--- src/rtl/riscv_pkg.sv ---
// Shared types for the data-memory arbiter: access sizes, FSM states, read owner.
package riscv_pkg;

  typedef enum logic [1:0] {
    SZ_B = 2'b00,
    SZ_H = 2'b01,
    SZ_W = 2'b10
  } acc_size_t;

  typedef enum logic {
    IDLE    = 1'b0,
    RD_WAIT = 1'b1
  } arb_state_t;

  typedef enum logic {
    CORE = 1'b0,
    DBG  = 1'b1
  } owner_t;

  // Bytes touched by an access; the unused encoding 2'b11 is treated as a word so
  // that the range check stays conservative.
  function automatic logic [2:0] size_bytes(acc_size_t sz);
    case (sz)
      SZ_B:    return 3'd1;
      SZ_H:    return 3'd2;
      default: return 3'd4;
    endcase
  endfunction

endpackage

--- src/rtl/dmem_arbiter_if.sv ---
// Core, debug and memory-command signals of the data-memory arbiter.
interface dmem_arbiter_if #(
  parameter int ADDR_W = 10
) ();
  import riscv_pkg::*;

  logic              core_req;
  logic              core_we;
  acc_size_t         core_size;
  logic [ADDR_W-1:0] core_addr;
  logic [31:0]       core_wdata;
  logic              core_stall;
  logic [31:0]       core_rdata;
  logic              core_rvalid;

  logic              dbg_valid;
  logic              dbg_ready;
  logic              dbg_we;
  acc_size_t         dbg_size;
  logic [ADDR_W-1:0] dbg_addr;
  logic [31:0]       dbg_wdata;
  logic [31:0]       dbg_rdata;
  logic              dbg_rvalid;

  logic              mem_en;
  logic              mem_we;
  acc_size_t         mem_size;
  logic [ADDR_W-1:0] mem_addr;
  logic [31:0]       mem_wdata;
  logic [31:0]       mem_rdata;

  // Arbiter side.
  modport slave (
    input  core_req, core_we, core_size, core_addr, core_wdata,
    output core_stall, core_rdata, core_rvalid,
    input  dbg_valid, dbg_we, dbg_size, dbg_addr, dbg_wdata,
    output dbg_ready, dbg_rdata, dbg_rvalid,
    output mem_en, mem_we, mem_size, mem_addr, mem_wdata,
    input  mem_rdata
  );

  // Pipeline / debugger / memory side.
  modport master (
    output core_req, core_we, core_size, core_addr, core_wdata,
    input  core_stall, core_rdata, core_rvalid,
    output dbg_valid, dbg_we, dbg_size, dbg_addr, dbg_wdata,
    input  dbg_ready, dbg_rdata, dbg_rvalid,
    input  mem_en, mem_we, mem_size, mem_addr, mem_wdata,
    output mem_rdata
  );

endinterface

--- src/rtl/dmem_arbiter_starve_counter.sv ---
// Counts cycles a debug request has been refused; sat forces the debug port through.
module starve_counter #(
  parameter int MAX = 4
) (
  input  logic clk,
  input  logic rst,
  input  logic inc,
  input  logic clr,
  output logic sat
);

  localparam int W = $clog2(MAX + 1);

  logic [W-1:0] cnt;

  // Saturating up-count, cleared on handshake or reset.
  always_ff @(posedge clk) begin
    if (!rst)
      cnt <= '0;
    else if (clr)
      cnt <= '0;
    else if (inc && (cnt != W'(MAX)))
      cnt <= cnt + W'(1);
  end

  assign sat = (cnt == W'(MAX));

endmodule

--- src/rtl/dmem_arbiter.sv ---
// Data-memory arbiter: core MEM stage has priority, debug port is bounded by a
// starvation counter. Reads take a grant cycle plus one data cycle.
//
// state   | meaning
// --------+----------------------------------------------------------
// IDLE    | arbitrate, issue at most one memory command
// RD_WAIT | memory data returning, routed to the registered owner
module dmem_arbiter
  import riscv_pkg::*;
#(
  parameter int MEM_BYTES  = 648,
  parameter int ADDR_W     = 10,
  parameter int STARVE_MAX = 4
) (
  input logic           clk,
  input logic           rst,
  dmem_arbiter_if.slave bus
);

  // Extra headroom so addr + 4 never wraps in the range check.
  localparam int CHK_W = ADDR_W + 2;

  arb_state_t        state, state_nxt;
  owner_t            owner, owner_nxt;
  logic              rd_oor, rd_oor_nxt;
  logic [31:0]       core_rdata_q, dbg_rdata_q;
  logic              dbg_win, core_win, grant, in_range, starve_sat;
  logic              sel_we;
  acc_size_t         sel_size;
  logic [ADDR_W-1:0] sel_addr;
  logic [31:0]       sel_wdata;
  logic [CHK_W-1:0]  end_addr;
  logic [31:0]       rd_data;

  starve_counter #(.MAX(STARVE_MAX)) u_starve (
    .clk (clk),
    .rst (rst),
    .inc (bus.dbg_valid && !bus.dbg_ready),
    .clr (dbg_win),
    .sat (starve_sat)
  );

  // Arbitration, memory command, next state and pipeline-facing outputs.
  always_comb begin
    dbg_win    = 1'b0;
    core_win   = 1'b0;
    if (state == IDLE) begin
      if (bus.dbg_valid && (starve_sat || !bus.core_req))
        dbg_win = 1'b1;
      else if (bus.core_req)
        core_win = 1'b1;
    end
    grant = dbg_win || core_win;

    sel_we    = dbg_win ? bus.dbg_we    : bus.core_we;
    sel_size  = dbg_win ? bus.dbg_size  : bus.core_size;
    sel_addr  = dbg_win ? bus.dbg_addr  : bus.core_addr;
    sel_wdata = dbg_win ? bus.dbg_wdata : bus.core_wdata;

    end_addr = CHK_W'(sel_addr) + CHK_W'(size_bytes(sel_size));
    in_range = (end_addr <= CHK_W'(MEM_BYTES));

    // Out-of-range accesses are still granted; only the memory strobe is suppressed.
    bus.mem_en    = grant && in_range;
    bus.mem_we    = grant && in_range && sel_we;
    bus.mem_size  = sel_size;
    bus.mem_addr  = sel_addr;
    bus.mem_wdata = sel_wdata;

    state_nxt  = IDLE;
    owner_nxt  = owner;
    rd_oor_nxt = rd_oor;
    if (grant && !sel_we) begin
      state_nxt  = RD_WAIT;
      owner_nxt  = dbg_win ? DBG : CORE;
      rd_oor_nxt = !in_range;
    end

    bus.dbg_ready = dbg_win;

    // rvalid is masked while reset is asserted so a discarded read never completes.
    rd_data         = rd_oor ? 32'h0 : bus.mem_rdata;
    bus.core_rvalid = (state == RD_WAIT) && (owner == CORE) && rst;
    bus.dbg_rvalid  = (state == RD_WAIT) && (owner == DBG) && rst;
    bus.core_rdata  = bus.core_rvalid ? rd_data : core_rdata_q;
    bus.dbg_rdata   = bus.dbg_rvalid  ? rd_data : dbg_rdata_q;

    bus.core_stall = 1'b0;
    if (bus.core_req) begin
      if (state == IDLE)
        bus.core_stall = !core_win || !bus.core_we;
      else
        bus.core_stall = (owner != CORE);
    end
  end

  // FSM state, read owner and held load data.
  always_ff @(posedge clk) begin
    if (!rst) begin
      state        <= IDLE;
      owner        <= CORE;
      rd_oor       <= 1'b0;
      core_rdata_q <= '0;
      dbg_rdata_q  <= '0;
    end else begin
      state        <= state_nxt;
      owner        <= owner_nxt;
      rd_oor       <= rd_oor_nxt;
      core_rdata_q <= bus.core_rdata;
      dbg_rdata_q  <= bus.dbg_rdata;
    end
  end

endmodule

--- src/flat_wrapper.sv ---
// flat-port wrapper written by rule: the top's interface ports become plain ports
module dmem_arbiter_flat import riscv_pkg::*;
#(
  parameter int MEM_BYTES  = 648,
  parameter int ADDR_W     = 10,
  parameter int STARVE_MAX = 4
)
  (clk, rst, bus_core_req, bus_core_we, bus_core_size, bus_core_addr, bus_core_wdata, bus_core_stall, bus_core_rdata, bus_core_rvalid, bus_dbg_valid, bus_dbg_we, bus_dbg_size, bus_dbg_addr, bus_dbg_wdata, bus_dbg_ready, bus_dbg_rdata, bus_dbg_rvalid, bus_mem_en, bus_mem_we, bus_mem_size, bus_mem_addr, bus_mem_wdata, bus_mem_rdata);
  dmem_arbiter_if #(.ADDR_W(ADDR_W)) bus_i ();
  input logic clk;
  input logic rst;
  input wire logic [$bits(bus_i.core_req)-1:0] bus_core_req;
  input wire logic [$bits(bus_i.core_we)-1:0] bus_core_we;
  input wire logic [$bits(bus_i.core_size)-1:0] bus_core_size;
  input wire logic [$bits(bus_i.core_addr)-1:0] bus_core_addr;
  input wire logic [$bits(bus_i.core_wdata)-1:0] bus_core_wdata;
  output wire logic [$bits(bus_i.core_stall)-1:0] bus_core_stall;
  output wire logic [$bits(bus_i.core_rdata)-1:0] bus_core_rdata;
  output wire logic [$bits(bus_i.core_rvalid)-1:0] bus_core_rvalid;
  input wire logic [$bits(bus_i.dbg_valid)-1:0] bus_dbg_valid;
  input wire logic [$bits(bus_i.dbg_we)-1:0] bus_dbg_we;
  input wire logic [$bits(bus_i.dbg_size)-1:0] bus_dbg_size;
  input wire logic [$bits(bus_i.dbg_addr)-1:0] bus_dbg_addr;
  input wire logic [$bits(bus_i.dbg_wdata)-1:0] bus_dbg_wdata;
  output wire logic [$bits(bus_i.dbg_ready)-1:0] bus_dbg_ready;
  output wire logic [$bits(bus_i.dbg_rdata)-1:0] bus_dbg_rdata;
  output wire logic [$bits(bus_i.dbg_rvalid)-1:0] bus_dbg_rvalid;
  output wire logic [$bits(bus_i.mem_en)-1:0] bus_mem_en;
  output wire logic [$bits(bus_i.mem_we)-1:0] bus_mem_we;
  output wire logic [$bits(bus_i.mem_size)-1:0] bus_mem_size;
  output wire logic [$bits(bus_i.mem_addr)-1:0] bus_mem_addr;
  output wire logic [$bits(bus_i.mem_wdata)-1:0] bus_mem_wdata;
  input wire logic [$bits(bus_i.mem_rdata)-1:0] bus_mem_rdata;
  assign bus_i.core_req = bus_core_req;
  assign bus_i.core_we = bus_core_we;
  assign bus_i.core_size = bus_core_size;
  assign bus_i.core_addr = bus_core_addr;
  assign bus_i.core_wdata = bus_core_wdata;
  assign bus_core_stall = bus_i.core_stall;
  assign bus_core_rdata = bus_i.core_rdata;
  assign bus_core_rvalid = bus_i.core_rvalid;
  assign bus_i.dbg_valid = bus_dbg_valid;
  assign bus_i.dbg_we = bus_dbg_we;
  assign bus_i.dbg_size = bus_dbg_size;
  assign bus_i.dbg_addr = bus_dbg_addr;
  assign bus_i.dbg_wdata = bus_dbg_wdata;
  assign bus_dbg_ready = bus_i.dbg_ready;
  assign bus_dbg_rdata = bus_i.dbg_rdata;
  assign bus_dbg_rvalid = bus_i.dbg_rvalid;
  assign bus_mem_en = bus_i.mem_en;
  assign bus_mem_we = bus_i.mem_we;
  assign bus_mem_size = bus_i.mem_size;
  assign bus_mem_addr = bus_i.mem_addr;
  assign bus_mem_wdata = bus_i.mem_wdata;
  assign bus_i.mem_rdata = bus_mem_rdata;
  dmem_arbiter #(.MEM_BYTES(MEM_BYTES), .ADDR_W(ADDR_W), .STARVE_MAX(STARVE_MAX)) u_core (.clk(clk), .rst(rst), .bus(bus_i));
endmodule
--- config.mk ---
export PLATFORM = sky130hd
export DESIGN_NAME = dmem_arbiter_flat
export DESIGN_NICKNAME = d
export VERILOG_FILES = /design/src/rtl/riscv_pkg.sv /design/src/rtl/dmem_arbiter_if.sv /design/src/rtl/dmem_arbiter_starve_counter.sv /design/src/rtl/dmem_arbiter.sv /design/src/flat_wrapper.sv
export SDC_FILE = /design/constraint.sdc
export NUM_CORES = 1
export LEC_CHECK = 0
export ABC_AREA = 1
export CORE_MARGIN = 3
export CORE_UTILIZATION = 42
export DETAILED_ROUTE_END_ITERATION = 7
export PLACE_DENSITY_LB_ADDON = 0.2
export SYNTH_ARGS = -nofsm -noshare
export SYNTH_HDL_FRONTEND = slang
export SYNTH_SLANG_ARGS = --single-unit
--- constraint.sdc ---
create_clock -name clk -period 7.49 [get_ports clk]
set_input_delay 0.749 -clock clk [delete_from_list [all_inputs] [get_ports clk]]
set_output_delay 0.749 -clock clk [all_outputs]
set_load 0.01 [all_outputs]
Yosys cells after proc, flatten, opt, wreduce, memory -nomap -nowiden --
Cells that the tools add are included.
Cells by class: $add $sub $neg 2, magnitude comparators 1, equality and inequality tests 3, mux-type cells 17, bitwise operators 2, reduce and logical (&&, ||, !) cells 21
Operators with widths (count):
- 32-bit 2-to-1 mux | 4
- 12-bit by 10-bit <= comparator with 1-bit output, second input constant | 1
- 10-bit by 3-bit adder with 11-bit output | 1
- 1-bit logical AND | 10
- 1-bit 2-to-1 mux | 10
- 10-bit 2-to-1 mux | 1
- 1-bit logical NOT | 6
- 3-bit case mux with 2 select lines | 1
- 3-bit by 1-bit adder with 3-bit output, second input constant | 1
- 3-bit equality test, second input constant | 1
- 1-bit logical OR | 3
- 3-bit != test, second input constant | 1
- 2-bit by 1-bit equality test with 1-bit output, second input constant | 1
- 2-bit logical NOT | 1
- 2-bit 2-to-1 mux | 1
- 1-bit inverter | 2
- 2-bit OR reduction | 1
Word-level totals: bits in registers 70, input port bits 126

Longest topological paths before layout --
Gate-level depths: netlist of the first run.
depth after elaboration 12, gate-level depth with buffers 28

Modules after synthesis --
Synthesis of the first run repeated with hierarchy kept, for this count alone.
Second synthesis, totals: cell total of the unflattened synthesis 662, area, all modules 4335.4 um^2
Modules (own cells, without submodules):
- dmem_arbiter | instances 1, cells an instance 634, area each 4156.5 um^2, seq. area each 1341.3 um^2
- starve_counter | instances 1, cells an instance 28, area each 178.9 um^2, seq. area each 60.1 um^2

Worst setup path before layout of the first run --
No wires, ideal clock.
kind input to output, start point in bus_core_req, end point out bus_mem_we, arrival time 3.231 ns, required time 6.741 ns, setup slack 3.510 ns, stages 23, path buffers 4, path through nand2_4 nand3_2 buf_6 buf_6 buf_2 buf_1 nand2_1 nand2_1 ha_1 fa_1 nand2_1 nand2_1 nand3_1 inv_1 nand2_1 nand2_1 nand2_1 nand3_1 nand2_1 nand2_1 nand2_2 nand3_2 nor2_1
RTL lines:
- start: declaration | line flat_wrapper.sv:12 | input wire logic [$bits(bus_i.core_req)-1:0] bus_core_req;
- 1-bit logical NOT | line dmem_arbiter.sv:48 | if (bus.dbg_valid && (starve_sat || !bus.core_req))
- 1-bit logical OR | line dmem_arbiter.sv:48
- 1-bit logical AND | line dmem_arbiter.sv:48
- 1-bit 2-to-1 mux | line dmem_arbiter.sv:48
- 1-bit 2-to-1 mux | line dmem_arbiter.sv:47 | if (state == IDLE) begin
- 10-bit 2-to-1 mux | line dmem_arbiter.sv:57 | sel_addr = dbg_win ? bus.dbg_addr : bus.core_addr;
- named net bus_mem_addr[0] | line flat_wrapper.sv:31 | output wire logic [$bits(bus_i.mem_addr)-1:0] bus_mem_addr;
- 10-bit by 3-bit adder with 11-bit output | line dmem_arbiter.sv:60 | end_addr = CHK_W'(sel_addr) + CHK_W'(size_bytes(sel_size));
- 12-bit by 10-bit <= comparator with 1-bit output | line dmem_arbiter.sv:61 | in_range = (end_addr <= CHK_W'(MEM_BYTES));
- 1-bit logical AND (2 in series) | line dmem_arbiter.sv:65 | bus.mem_we = grant && in_range && sel_we;
- end: declaration | line flat_wrapper.sv:29 | output wire logic [$bits(bus_i.mem_we)-1:0] bus_mem_we;
The timed path passes the listed nets, and every way through them passes these cells.

Final worst setup path of the first run --
start point in bus_dbg_valid, end point out bus_mem_we
Between the ends: cells in the longest elaborated chain, start to end 10
RTL lines:
- start: declaration | line flat_wrapper.sv:20 | input wire logic [$bits(bus_i.dbg_valid)-1:0] bus_dbg_valid;
- 1-bit logical AND (*) | line dmem_arbiter.sv:48
- 1-bit 2-to-1 mux | line dmem_arbiter.sv:48
- 1-bit 2-to-1 mux | line dmem_arbiter.sv:47
- 2-bit 2-to-1 mux | line dmem_arbiter.sv:56 | sel_size = dbg_win ? bus.dbg_size : bus.core_size;
- 2-bit by 1-bit equality test with 1-bit output or 2-bit logical NOT (tied branches) | line riscv_pkg.sv:23 | case (sz)
- 3-bit case mux with 2 select lines | line riscv_pkg.sv:23
- 10-bit by 3-bit adder with 11-bit output | line dmem_arbiter.sv:60
- 12-bit by 10-bit <= comparator with 1-bit output | line dmem_arbiter.sv:61
- 1-bit logical AND | line dmem_arbiter.sv:65
- 1-bit logical AND (*) | line dmem_arbiter.sv:65
Mark *: on every way between the ends. The rest lies on a longest branch, timed or not.

==> results_dict.tcl, run 1 <==
set metrics [dict create \
    num_vias 4892 \
    die_area_mm2 0.01148 \
    clk_pin_slew_ns 0.07 \
    hp-class "reg2reg" \
    dp.cells 989 \
    synth_cells 653 \
    synth_area_leaders "dfxtp_1, nand2_1, a211oi_1" \
    finalPower_mw 1.032 \
    drtIter0Drc 253 \
    cts_tree "built" \
    cts_resized 0 \
    yosysTopAreaCellShare 0.3262 \
    cts_root_buf "clkbuf_8" \
    grt_overflow 0 \
    n_antenna_cell 0 \
    p_sw_frac 0.2873 \
    drc 0 \
    p_clk_frac 0.325 \
    grt_pass1_vias 4680 \
    register_area_mm2 0.001401 \
    start_kind "input port" \
    dpl.hpwl_um 10810 \
    cp_max_fo 37 \
    nets 999 \
    pwr-share-seq 0.373 \
    place_congestion 0.8371 \
    grt_max_degree 67 \
    fillers 846 \
    rsz0062_at_grt "false" \
    floorplan.initialDensity 0.4354 \
    multiInputGateArea_mm2 0.002349 \
    maxSlewViolCount 0 \
    grt_first_pass_wirelength_um 22160 \
    cts_inserted_buffers 9 \
    switching_power_mw 0.2964 \
    met2_usage 0.4357 \
    synth_top_cell_by_area "dfxtp_1" \
    startpoint "bus_dbg_valid" \
    routed_wl_um 14100 \
    synth_ff_type "dfxtp_1" \
    critical_path_class "in2out" \
    drtPass1Iterations 4 \
    synth.avg_cell_area_um2 6.578 \
    core_area_mm2 0.009864 \
    busiest_layer "met2" \
    max_freq_ghz 0.1815 \
    ys_async_sr_fraction 0 \
    die_y_um 107.1 \
    synth_edf_count 0 \
    fin_area_mm2 0.006943 \
    placedInstanceArea_mm2 0.006721 \
    final_util 0.7038 \
    layout_setup_ws_ns 1.980 \
    min_from "u_core.u_starve.cnt[0]$_SDFFE_PP0P_" \
    cts_setup_buffers 0 \
    ir_drop_mv 0.1257 \
    synth_cell_types 28 \
    synth_common_cells "nand2_1, inv_1, dfxtp_1" \
    yosys_register_bits 70 \
    htree_num_levels 3 \
    drt-wirelength-per-cell_um 14.02 \
    comb_power_share 0.303 \
    drive_gt1_frac 0.1216 \
    crit-reg2reg-launch "u_core.u_starve.cnt[0]$_SDFFE_PP0P_" \
    period_share 0.7357 \
    numPortBuffers 239 \
    hold_ws_ns 0.4954 \
    grt_usage 0.2376 \
    p_leak_nw 3.213 \
    pre_cts_ws_ns 1.980 \
    critPathCaptureType "output port" \
    drv_cap 0 \
    vias_per_cell 4.868 \
    syn_area_mm2 0.004295 \
    p_per_area_mw_per_mm2 148.6 \
    rows 36 \
    finalNonFillerCells 1005 \
    ys_warn_count 0 \
    antenna_found_initial 0 \
    arrival_ns 4.76 \
    numClockSinks 70 \
    cts_hold_buf 0 \
    skew_ns 0.01315 \
    worstSkewPairLatency_ns 0.34 \
    status "completed" \
    syn_nets 785 \
    syn2layout_area_growth_pct 61.64 \
    clk_path_buf_depth 2 \
    num_io_pins 240 \
    yosysMostFrequentCell "nand2_1" \
    met1_usage 0.2725 \
    drtAntennaViolNets 0 \
    setup-tns-final_ns 0 \
    setup_viol 0 \
    timing.slew.headroom 0.2496 \
    tightest_slew_ns 1.126 \
    cp.required_ns 6.74 \
    synth_seq_area_share 0.3262 \
    die_width_um 107.1 \
    p_int_mw 0.7355 \
    hold_violations 0 \
    grt.met3_usage 0.05418 \
    layout_min_cycle_time_ns 5.510 \
]
## flip-flops by register name (all words and copies together), names as in the netlist
| register | count |
|---|---|
| u_core.owner | 1 |
| u_core.state | 1 |
| u_core.u_starve.cnt | 3 |
| u_core.dbg_rdata_q | 32 |
| u_core.rd_oor | 1 |
| u_core.core_rdata_q | 32 |
## power by group through the flow
stage	clock [mW]	sequential (mW)	combinational [mW]
global placement	0	0.392	0.305
finish	0.335	0.384	0.312
floorplan	0	0.392	0.146
detailed placement	0	0.393	0.311
CTS	0.344	0.384	0.313
global route	0.360	0.385	0.340
## per-layer routing
metal  share of wire  vias up
met4           0.018        0
met5               0        -
met2            0.51      168
met1            0.40     2189
li1                -     2517
met3           0.069       18
## layout make-up
type / count / share of cell area
Clock buffer: 10 / 0.01838
Clock inverter: 6 / 0.01352
Inverter: 104 / 0.05623
Multi-Input combinational cell: 440 / 0.3383
Sequential cell: 70 / 0.2018
Tap cell: 133 / 0.02397
Timing Repair Buffer: 242 / 0.3478
## final timing paths
kind	endpoint	slack, ns	depth (start not counted)
hold / removal	u_core.u_starve.cnt[0]$_SDFFE_PP0P_	0.50	2
setup reg to reg	u_core.rd_oor$_SDFFE_PN0P_	3.83	25
hold reg to reg	u_core.u_starve.cnt[0]$_SDFFE_PP0P_	0.50	2
setup / recovery	bus_mem_we	1.98	22
## critical path, stage by stage
cell and delay (ns):
clkdlybuf4s50_1 0.60, nand3_2 0.36, inv_2 0.56, nand2_1 0.09, nand2_1 0.14, nor2_1 0.06, ha_1 0.22, fa_1 0.39
nand2_1 0.10, nand2_1 0.08, nand3_1 0.11, inv_1 0.10, nand2_1 0.11, nand2_1 0.06, nand2_1 0.05, nand3_1 0.06
nand2_1 0.06, nand2_1 0.06, nand2_2 0.07, nand3_2 0.06, nor2_1 0.10, clkdlybuf4s50_1 0.56
## cell usage in the layout, fill, tap and decap left out, types with 3 or more instances in the layout
| master | n |
|---|---|
| nand2_1 | 177 |
| nand3_1 | 11 |
| buf_4 | 3 |
| inv_1 | 97 |
| nand2_2 | 3 |
| o21ai_0 | 6 |
| clkdlybuf4s50_1 | 239 |
| a211oi_1 | 65 |
| nand2_4 | 3 |
| dfxtp_1 | 70 |
| inv_2 | 7 |
| or2_2 | 64 |
| nand4_1 | 6 |
| ha_1 | 5 |
| a21oi_1 | 68 |
| clkbuf_8 | 9 |
| nor2_1 | 17 |
| nor2_2 | 3 |
## logic make-up after synthesis
logic type                 after synthesis  share of synthesized area
and+or+nand+nor                        291                     0.3163
buffers and inverters                  143                     0.1288
AOI/OAI and AO/OA                      142                     0.2074
DFF                                     70                     0.3262
adders and majority gates                6                    0.01923
xor gates and xnor gates                 1                   0.002039
No activity file was read; power rests on OpenSTA's default activity.
==> run 2, diff against run 1 <==
--- a/config.mk
+++ b/config.mk
@@ -7,7 +7,7 @@
 export LEC_CHECK = 0
 export ABC_AREA = 1
 export CORE_MARGIN = 3
-export CORE_UTILIZATION = 42
+export CORE_UTILIZATION = 39
 export DETAILED_ROUTE_END_ITERATION = 7
 export PLACE_DENSITY_LB_ADDON = 0.2
 export SYNTH_ARGS = -nofsm -noshare
==> constraint.sdc (replaced) <==
create_clock -name clk -period 5.4 [get_ports clk]
set_input_delay 0.54 -clock clk [delete_from_list [all_inputs] [get_ports clk]]
set_output_delay 0.54 -clock clk [all_outputs]
set_load 0.01 [all_outputs]
==> results_dict.tcl, run 2 (synthesis results as in run 1) <==
set metrics [dict create \
    p_clk_frac 0.356 \
    p_sw_frac 0.2800 \
    cts_root_buf "clkbuf_8" \
    dpl.hpwl_um 10750 \
    tightest_slew_ns 1.152 \
    rows 37 \
    rr_worst_depth 23 \
    rsz0062_at_grt "false" \
    maxSlewViolCount 0 \
    whs_path_depth 2 \
    pwr-share-seq 0.355 \
    htree_num_levels 3 \
    crit-reg2reg-launch "u_core.u_starve.cnt[0]$_SDFFE_PP0P_" \
    placedInstanceArea_mm2 0.006760 \
    timing.slew.headroom 0.2320 \
    num_io_pins 240 \
    cts_resized 0 \
    hold_violations 0 \
    min_from "u_core.u_starve.cnt[1]$_SDFFE_PP0P_" \
    drtPass1Iterations 4 \
    antenna_found_initial 0 \
    cp_max_fo 25 \
    period_share 0.9095 \
    drv_cap 0 \
    critPathCaptureType "output port" \
    ir_drop_mv 0.2215 \
    drc 0 \
    floorplan.initialDensity 0.4087 \
    cp.required_ns 4.86 \
    cts_tree "built" \
    vias_per_cell 4.793 \
    layout_commonest_cell "clkdlybuf4s50_1" \
    worstSkewPairLatency_ns 0.34 \
    p_per_area_mw_per_mm2 213.9 \
    numClockSinks 70 \
    max_freq_ghz 0.2036 \
    n_antenna_cell 0 \
    die_y_um 110.9 \
    status "completed" \
    r2r_slack_ns 1.90 \
    min_to "u_core.u_starve.cnt[1]$_SDFFE_PP0P_" \
    grt_max_degree 67 \
    drt-wirelength-per-cell_um 14.00 \
    setup-tns-final_ns 0 \
    fin_area_mm2 0.007014 \
    layout_common_cells "clkdlybuf4s50_1, nand2_1, inv_1" \
    comb_power_share 0.289 \
    skew_ns 0.008243 \
    core_area_mm2 0.01051 \
    start_kind "input port" \
    routed_wl_um 14150 \
    grt_first_pass_wirelength_um 22620 \
    drive_gt1_frac 0.1257 \
    clk_path_buf_depth 2 \
    nets 1002 \
    setup_viol 0 \
    die_area_mm2 0.01231 \
    hp-class "reg2reg" \
    layout_min_cycle_time_ns 4.912 \
    switching_power_mw 0.4201 \
    clk_pin_slew_ns 0.07 \
    r2r_end "u_core.rd_oor$_SDFFE_PN0P_" \
    num_vias 4846 \
    grt_pass1_vias 4619 \
    cts_inserted_buffers 9 \
    top_regs "u_core.core_rdata_q x32, u_core.dbg_rdata_q x32, u_core.u_starve.cnt x3" \
    grt_usage 0.2190 \
    grt_overflow 0 \
    drtAntennaViolNets 0 \
    numPortBuffers 239 \
    drtIter0Drc 195 \
    critical_path_class "in2out" \
    place_congestion 0.9033 \
    cts_hold_buf 0 \
    p_int_mw 1.080 \
    arrival_ns 4.37 \
    die_width_um 110.9 \
    syn2layout_area_growth_pct 63.30 \
    p_leak_nw 3.251 \
    cts_setup_buffers 0 \
]
==> run 2: critical path, cell delays in order <==
cell	delay [ns]
clkdlybuf4s50_1	0.60
nand3_2	0.47
o21ai_0	0.46
nor2_1	0.09
ha_1	0.22
fa_1	0.38
nand2_1	0.10
nand2_1	0.07
nand3_1	0.10
inv_1	0.10
nand2_1	0.11
nand2_1	0.06
nand2_1	0.06
nand3_1	0.06
nand2_1	0.06
nand2_1	0.06
nand2_2	0.08
nand3_2	0.08
nor2_1	0.10
clkdlybuf4s50_1	0.55
==> run 2: per-layer routing <==
metal,share of wire,track usage,vias to the layer above,routed length [um]
li1,-,-,2520,-
met1,0.41,0.2535,2121,5801
met2,0.51,0.4005,185,7179
met3,0.062,0.04858,20,871
met4,0.021,0.06568,0,300
met5,0,0,-,0
==> run 2: area by class of cell <==
cell class              count  area [um^2]
fillers                   897         3495
repair buffers            245         2450
multi-input cells         440         2349
flip-flops and latches     70         1401
inverters                 104        390.4
well taps                 136        170.2
clock buffers              10        137.6
clock inverters             6        116.4
==> run 2: worst max-delay path by stage <==
stage	startpoint	endpoint	slack, ns	cells past startpoint
2_1_floorplan	u_core.u_starve.cnt[0]$_SDFFE_PP0P_	bus_mem_we	1.76	24
3_3_place_gp	bus_dbg_valid	bus_mem_we	0.68	20
3_5_place_dp	bus_dbg_valid	bus_mem_we	0.49	20
4_1_cts	bus_dbg_valid	bus_mem_we	0.49	20
5_1_grt	bus_dbg_valid	bus_mem_we	0.08	20
6_report	bus_dbg_valid	bus_mem_we	0.49	20
==> run 2: metrics by stage <==
stage          hold WS [ns]    util  total power [mW]  cells  setup slack (ns)
3_3_place_gp         0.4725  0.6433            0.9682    995            0.6830
4_1_cts              0.5106  0.6675             1.512   1011            0.4946
3_5_place_dp         0.4949  0.6433            0.9780    995            0.4900
5_1_grt              0.5329  0.6675             1.572   1011           0.07795
6_report             0.5101  0.6675             1.500   1011            0.4885
2_1_floorplan        0.4601       -            0.7460    653             1.755
==> run 2: power by group through the flow <==
stage,registers (mW),clock network (mW),logic [mW]
finish,0.533,0.534,0.434
global route,0.535,0.566,0.472
CTS,0.533,0.543,0.435
detailed placement,0.545,0,0.433
global placement,0.544,0,0.424
floorplan,0.544,0,0.202
==> run 3, diff against run 2 <==
==> constraint.sdc (replaced) <==
create_clock -name clk -period 5.2 [get_ports clk]
set_input_delay 0.52 -clock clk [delete_from_list [all_inputs] [get_ports clk]]
set_output_delay 0.52 -clock clk [all_outputs]
set_load 0.01 [all_outputs]
==> results_dict.tcl, run 3 (synthesis results as in run 1) <==
set metrics [dict create \
    clk_path_buf_depth 2 \
    layout_common_cells "clkdlybuf4s50_1, nand2_1, inv_1" \
    pre_cts_ws_ns 0.8160 \
    cts_tree "built" \
    floorplan.initialDensity 0.4087 \
    cts_inserted_buffers 9 \
    top_regs "u_core.core_rdata_q x32, u_core.dbg_rdata_q x32, u_core.u_starve.cnt x3" \
    p_leak_nw 3.236 \
    p_per_area_mw_per_mm2 212.4 \
    cts_root_buf "clkbuf_8" \
    cp.required_ns 4.68 \
    register_area_mm2 0.001401 \
    fillers 910 \
    drc 0 \
    status "completed" \
    dpl.hpwl_um 11000 \
    die_y_um 110.9 \
    cts_resized 0 \
    routed_wl_um 14120 \
    cp_max_fo 8 \
    ir_drop_mv 0.1685 \
    die_area_mm2 0.01231 \
    antenna_found_initial 0 \
    hold_violations 0 \
    setup-tns-final_ns 0 \
    skew_ns 0.01323 \
    n_antenna_cell 0 \
    rr_worst_depth 23 \
    rows 37 \
    rsz0062_at_grt "false" \
    nets 1003 \
    grt_usage 0.2252 \
    layout_min_cycle_time_ns 4.397 \
    grt_pass1_vias 4803 \
    start_kind "input port" \
    numPortBuffers 239 \
    tightest_slew_ns 1.120 \
    clk_pin_slew_ns 0.07 \
    num_io_pins 240 \
    layout_setup_ws_ns 0.8032 \
    cts_setup_buffers 0 \
    drive_gt1_frac 0.1256 \
    core_area_mm2 0.01051 \
    htree_num_levels 3 \
    critical_path_class "in2out" \
    drtIter0Drc 247 \
    critPathCaptureType "output port" \
    vias_per_cell 4.842 \
    timing.slew.headroom 0.2525 \
    hp-class "reg2reg" \
    arrival_ns 3.88 \
    grt_first_pass_wirelength_um 23370 \
    drv_cap 0 \
    grt_overflow 0 \
    numClockSinks 70 \
    r2r_slack_ns 2.15 \
    maxSlewViolCount 0 \
    multiInputGateArea_mm2 0.002349 \
    num_vias 4900 \
    drtAntennaViolNets 0 \
    max_freq_ghz 0.2274 \
    syn2layout_area_growth_pct 62.71 \
    whs_path_depth 2 \
    worstSkewPairLatency_ns 0.33 \
    grt_max_degree 67 \
    die_width_um 110.9 \
    drtPass1Iterations 7 \
    place_congestion 0.8974 \
    setup_viol 0 \
    drt-wirelength-per-cell_um 13.95 \
    period_share 0.8455 \
    layout_commonest_cell "clkdlybuf4s50_1" \
    cts_hold_buf 0 \
]
[run 3: power by group]
| group | leakage (nW) | internal [mW] | switching [mW] |
|---|---|---|---|
| combinational | 2.56 | 0.238 | 0.213 |
| sequential | 0.567 | 0.550 | 0.00352 |
| clock | 0.107 | 0.274 | 0.206 |
[run 3: critical path, stage by stage]
cell and delay, ns:
clkdlybuf4s50_1 0.60, nand3_2 0.19, o21ai_0 0.33, nor2_1 0.10, ha_1 0.22, fa_1 0.38, nand2_1 0.10, nand2_1 0.07
nand3_1 0.11, inv_1 0.10, nand2_1 0.10, nand2_1 0.05, nand2_1 0.05, nand3_1 0.06, nand2_1 0.06, nand2_1 0.06
nand2_2 0.07, nand3_2 0.07, nor2_1 0.09, clkdlybuf4s50_1 0.54
[run 3: metrics by stage]
stage	cell area (um^2)	hold slack (ns)	power [mW]	cells	util
3_5_place_dp	6768	0.4895	1.017	996	0.6440
4_1_cts	6989	0.5052	1.503	1012	0.6651
6_report	6989	0.5013	1.485	1012	0.6651
5_1_grt	6989	0.5354	1.568	1012	0.6651
3_3_place_gp	6768	0.4735	1.007	996	0.6440
2_1_floorplan	4295	0.4601	0.7746	653	-
[run 3: cell type report]
class / instances / area share
clock buffers: 10 / 0.01826
well taps: 136 / 0.02435
clock inverters: 6 / 0.01343
repair buffers: 246 / 0.3516
inverters: 104 / 0.05585
multi-input cells: 440 / 0.3360
flip-flops and latches: 70 / 0.2005
[run 3: worst paths after layout]
path / startpoint / to
max: bus_dbg_valid / bus_mem_we
min: u_core.u_starve.cnt[1]$_SDFFE_PP0P_ / u_core.u_starve.cnt[1]$_SDFFE_PP0P_
max reg2reg: u_core.u_starve.cnt[0]$_SDFFE_PP0P_ / u_core.rd_oor$_SDFFE_PN0P_
min reg2reg: u_core.u_starve.cnt[1]$_SDFFE_PP0P_ / u_core.u_starve.cnt[1]$_SDFFE_PP0P_
[run 3: per-layer routing]
layer  up-vias  GRT usage  wire, um
met5         -          0         0
met4         0    0.06814       297
met3        21    0.04585       828
met2       173     0.4106      7185
met1      2183     0.2639      5805
li1       2523          -         -
